===== src/rtl/multicycle_adder.sv =====
// Multi-cycle WIDTH-bit add/subtract unit: CHUNK bits per clock with the carry
// rippling between cycles, valid/ready on both sides, carry and signed-overflow out.
module multicycle_adder #(
    parameter int WIDTH = 16,
    parameter int CHUNK = 4
) (
    input  logic             clk,
    input  logic             rst_n,
    input  logic             in_valid,
    output logic             in_ready,
    input  logic [WIDTH-1:0] a,
    input  logic [WIDTH-1:0] b,
    input  logic             cin,
    input  logic             sub,
    output logic             out_valid,
    input  logic             out_ready,
    output logic [WIDTH-1:0] s,
    output logic             cout,
    output logic             ovf
);

    localparam int N  = WIDTH / CHUNK;
    localparam int CW = (N > 1) ? $clog2(N) : 1;

    generate
        if (WIDTH < 1 || CHUNK < 1 || CHUNK > WIDTH || (WIDTH % CHUNK) != 0) begin : g_bad_params
            $error("multicycle_adder: CHUNK must lie in 1..WIDTH and divide WIDTH");
        end
    endgenerate

    // Handshake: an input transfer happens on an edge where in_valid && in_ready,
    // an output transfer on an edge where out_valid && out_ready. Both ready/valid
    // outputs decode straight from the state register.
    typedef enum logic [1:0] {
        IDLE = 2'd0,
        CALC = 2'd1,
        DONE = 2'd2
    } state_t;

    state_t state, state_nxt;

    logic [WIDTH-1:0] a_q;
    logic [WIDTH-1:0] b_q;
    logic             carry_q;
    logic [CW-1:0]    cnt_q;

    logic [CHUNK-1:0] a_chunk;
    logic [CHUNK-1:0] b_chunk;
    logic [CHUNK:0]   chunk_sum;
    logic             last_chunk;
    logic             accept;
    logic             step;

    always_comb begin
        a_chunk = '0;
        b_chunk = '0;
        for (int k = 0; k < N; k++) begin
            if (cnt_q == CW'(k)) begin
                a_chunk = a_q[k*CHUNK +: CHUNK];
                b_chunk = b_q[k*CHUNK +: CHUNK];
            end
        end
        chunk_sum  = {1'b0, a_chunk} + {1'b0, b_chunk} + {{CHUNK{1'b0}}, carry_q};
        last_chunk = (cnt_q == CW'(N - 1));
    end

    always_ff @(posedge clk or negedge rst_n) begin
        if (!rst_n) begin
            state <= IDLE;
        end else begin
            state <= state_nxt;
        end
    end

    always_comb begin
        state_nxt = state;
        accept    = 1'b0;
        step      = 1'b0;
        case (state)
            IDLE: begin
                if (in_valid) begin
                    accept    = 1'b1;
                    state_nxt = CALC;
                end
            end
            CALC: begin
                step = 1'b1;
                if (last_chunk) begin
                    state_nxt = DONE;
                end
            end
            DONE: begin
                if (out_ready) begin
                    state_nxt = IDLE;
                end
            end
            default: state_nxt = IDLE;
        endcase
    end

    assign in_ready  = (state == IDLE);
    assign out_valid = (state == DONE);

    // Subtraction is a + ~b + ~borrow, so the same chain serves both and the
    // final carry reads directly as "no borrow".
    always_ff @(posedge clk or negedge rst_n) begin
        if (!rst_n) begin
            a_q     <= '0;
            b_q     <= '0;
            carry_q <= 1'b0;
            cnt_q   <= '0;
            s       <= '0;
            cout    <= 1'b0;
            ovf     <= 1'b0;
        end else if (accept) begin
            a_q     <= a;
            b_q     <= sub ? ~b : b;
            carry_q <= sub ? ~cin : cin;
            cnt_q   <= '0;
        end else if (step) begin
            for (int k = 0; k < N; k++) begin
                if (cnt_q == CW'(k)) begin
                    s[k*CHUNK +: CHUNK] <= chunk_sum[CHUNK-1:0];
                end
            end
            carry_q <= chunk_sum[CHUNK];
            cnt_q   <= cnt_q + CW'(1);
            if (last_chunk) begin
                // The top chunk is being summed now, so its MSB is the result MSB.
                cout <= chunk_sum[CHUNK];
                ovf  <= (a_q[WIDTH-1] == b_q[WIDTH-1]) && (chunk_sum[CHUNK-1] != a_q[WIDTH-1]);
            end
        end
    end

endmodule


===== config.mk =====
export PLATFORM = sky130hd
export DESIGN_NAME = multicycle_adder
export DESIGN_NICKNAME = d
export VERILOG_FILES = /design/src/rtl/multicycle_adder.sv
export SDC_FILE = /design/constraint.sdc
export NUM_CORES = 1
export LEC_CHECK = 0
export CAP_MARGIN = 10
export CORE_ASPECT_RATIO = 1.4
export CORE_MARGIN = 2
export CORE_UTILIZATION = 57
export CTS_BUF_LIST = sky130_fd_sc_hd__clkbuf_8
export DETAILED_ROUTE_END_ITERATION = 6
export GPL_ROUTABILITY_DRIVEN = 0
export PLACE_DENSITY_LB_ADDON = 0.1
export SLEW_MARGIN = 25
export SYNTH_ARGS = -nofsm -noshare
export SYNTH_HDL_FRONTEND = slang
export SYNTH_SLANG_ARGS = --single-unit

===== constraint.sdc =====
create_clock -name clk -period 7.1 [get_ports clk]
set_input_delay 1.42 -clock clk [delete_from_list [all_inputs] [get_ports clk]]
set_output_delay 1.42 -clock clk [all_outputs]
set_load 0.005 [all_outputs]

==> run metrics <==
Gate Count Post-Synth=286; Slew Limit Fails=0; syn_nets=333; NetSw=0.629 mW; Post-CTS Hold Buffers=0; die height=85.6 µm; Hold EP=s[8]; antenna violations before repair=0; CTS tree=built; distinct cell type count after synthesis=34; starting DRC count in detailed routing=132; Max clock buf depth=2; number of port buffers=57; critical path startpoint category=register; total CTS buffers=5; synth warn=0; CP Class=reg -> reg; Reg power frac=between 30% and 40%; First-pass DRT Iterations=4; Clk pwr share=a little over a tenth; flops & latches, synth=55; Reg clk slew, reported paths=~0.09 ns; Setup Skew=around 0.0055 ns; # setup viols final=0; WL final=5400 µm; IO Count=58; global-route wire length before repair=9560 µm; post-route cell area=0.00336 mm²; worst hold stages=2; Resized cells post-CTS=0; combinational group share of total power=between 50% and 60%; die extent in x=62.3 µm; GR Overflow Total=0; DP Wirelength=between 4000 and 5000 µm; Worst Tran Pin Value=0.882 ns; syn avg cell area=9.48 µm²; Root Driver=clkbuf_8; final hold violation count=0; Setup TNS=0 ns; Tmin final=3.02 ns; Post-Place Cell Area=0.00328 mm²; number of cell rows=29; later-pin clock latency in the skew report=slightly above 0.3 ns; worst reg2reg endpoint=carry_q; final net count=between 300 and 400; Worst R2R Path Depth=12; post-DR vias/cell=5.27; number of global-route vias before repair=2076; P per Cell Area=452 mW/mm²; CTS H-tree depth=2; status=finished, final reports clean; DRC=0; Post-CTS Setup Bufs=0; Peak VDD IR=0.235 mV; Initial Utilization=roughly 59%; Syn Std Cell Area=0.00271 mm²; Layout fillers=379; Leakage=about 1.5 nW; Hold Crit Class=reg -> reg; layout cell share with drive strength beyond 1=between 5 and 6%; Max-Cap Viols=0; largest net degree at the start of global routing=56; HP Start=s[8]; Routed Antenna Nets=0; Tot GR Track Use=22.8%; via count=2106; hold_ws=0.483 ns; crit-path max FO=14; Max Freq=331 MHz; Wirelength per Cell=13.5 µm; Slew headroom=41.0%; placeable core area=roughly 0.0046 mm²; Die Footprint=0.00533 mm²; Clock Sink Count=55; r2r startpoint=cnt_q[1]; ANT cells=0; Area growth syn-to-layout=23.9%; Worst Path Required=7.27 ns; switching share of power=41.4%; Seq/Total Area, Yosys=between 50% and 60%; Worst R2R Setup Slack=4.08 ns; RSZ-0062 raised after global routing=false; critical path arrival=3.19 ns; Internal=just under 0.9 mW; Period Utilization, post-route=42.5%; Setup crit end kind=register
## worst max-delay path, cell delays in order (launching register included)
cell and delay (ns):
dfrtp_1 0.41, inv_1 0.11, ha_1 0.46, nor2b_2 0.13, a221oi_1 0.29, nor3_1 0.07
a21oi_1 0.20, fa_1 0.23, inv_1 0.06, fa_1 0.39, a21o_1 0.19, a21oi_1 0.21
o221ai_1 0.13
## metrics by stage
step | power [mW] | instances | util (%) | setup WS, ns
4_1_cts | 1.53 | 400 | 73.5 | 4.10
2_1_floorplan | 1.09 | 286 | - | 4.52
6_report | 1.52 | 400 | 73.5 | 4.08
3_3_place_gp | 1.33 | 392 | 71.7 | 4.12
3_5_place_dp | 1.37 | 392 | 71.7 | 4.09
5_1_grt | 1.66 | 400 | 73.5 | 3.78
## layout make-up
cell class                 instances  area (µm²)  area share, %
inverter                           5        18.8          0.558
clock buffer                       5        68.8           2.05
sequential                        55        1380           41.0
clock inverter                     3        12.5          0.372
multi-input combinational        211        1230           36.5
timing repair buffer              59         581           17.3
tap                               62        77.6           2.31
## power by group through the flow
| stage | sequential [mW] | combinational [mW] | clock, mW |
|---|---|---|---|
| 6_report | 0.558 | 0.796 | 0.164 |
| 2_1_floorplan | 0.540 | 0.549 | 0 |
| 3_5_place_dp | 0.566 | 0.801 | 0 |
| 3_3_place_gp | 0.560 | 0.769 | 0 |
| 5_1_grt | 0.577 | 0.906 | 0.178 |
| 4_1_cts | 0.560 | 0.804 | 0.167 |
## placed cells by master, fill, tap and decap left out, types with 2 or more instances in the layout
cell             Yosys  routed
nand2_1             92      92
clkdlybuf4s50_1      0      56
dfrtp_1             55      55
o21ai_0             32      32
xnor2_1             19      19
a21oi_1             12      12
inv_1                5       7
ha_1                 7       7
nand3b_1             6       6
clkbuf_8             0       5
nor2b_1              4       4
a221oi_1             4       4
nand2_4              4       4
o21ai_1              4       4
nor3_1               3       3
o31ai_1              3       3
mux2_4               3       3
nand3_1              3       3
nor2b_2              2       2
fa_1                 2       2
buf_4                4       2
## kinds of logic after synthesis
group | count (synthesis) | share of synthesized area [%]
AO/OA/AOI/OAI | 59 | 12.2
XOR/XNOR | 19 | 6.13
adder cells (fa/ha/maj) | 9 | 4.70
buffers and inverters | 20 | 4.06
flip-flops | 55 | 50.7
multiplexers | 4 | 2.08
AND/OR/NAND/NOR | 120 | 20.1
## flip-flops by register name, summed over array words and instances, names as in the netlist
register,count
a_q,16
b_q,16
s,16
cnt_q,2
state,2
carry_q,1
cout,1
ovf,1
## worst max path at each step
stage                        start       to  slack [ns]  depth (start not counted)
after floorplan           cnt_q[0]  carry_q        4.52                         12
after global placement         sub  carry_q        4.12                          3
after detailed placement       sub  carry_q        4.09                          3
after CTS                 cnt_q[1]  carry_q        4.10                         12
after global routing      cnt_q[1]  carry_q        3.78                         12
final                     cnt_q[1]  carry_q        4.08                         12
## layer usage
metal  routed length (µm)  up-vias  share of wire (%)  track usage [%]
li1                     -     1040                  -                -
met1                 2190      992                 41             28.0
met2                 2870       66                 53             41.1
met3                  246        8                4.6             3.67
met4                   94        0                1.7             7.68
met5                    0        -                  0                0
## cell usage after synthesis
library cell	count	area, µm²
o31ai_1	3	22.5
nand3_1	3	15.0
nand3b_1	6	45.0
nor3_1	3	15.0
xnor2_1	19	166
nor2_2	1	6.26
buf_6	1	11.3
inv_1	5	18.8
nand2_4	4	45.0
nand2b_1	1	6.26
buf_4	4	30.0
o21ai_0	32	160
and2_1	1	6.26
a21o_1	1	7.51
and3_1	1	6.26
nor2b_1	4	25.0
o2111ai_1	1	8.76
ha_1	7	87.6
dfrtp_1	55	1380
a21oi_1	12	60.1
o21ai_1	4	20.0
clkbuf_1	2	7.51
buf_2	7	35.0
nor2b_2	2	17.5
o221ai_1	1	8.76
mux2_4	3	45.0
a221oi_1	4	35.0
fa_1	2	40.0
mux2_2	1	11.3
clkbuf_4	1	7.51
or2b_1	1	7.51
a211o_1	1	8.76
nor2_1	1	3.75
nand2_1	92	345
Power figures use the tool's default switching activity.
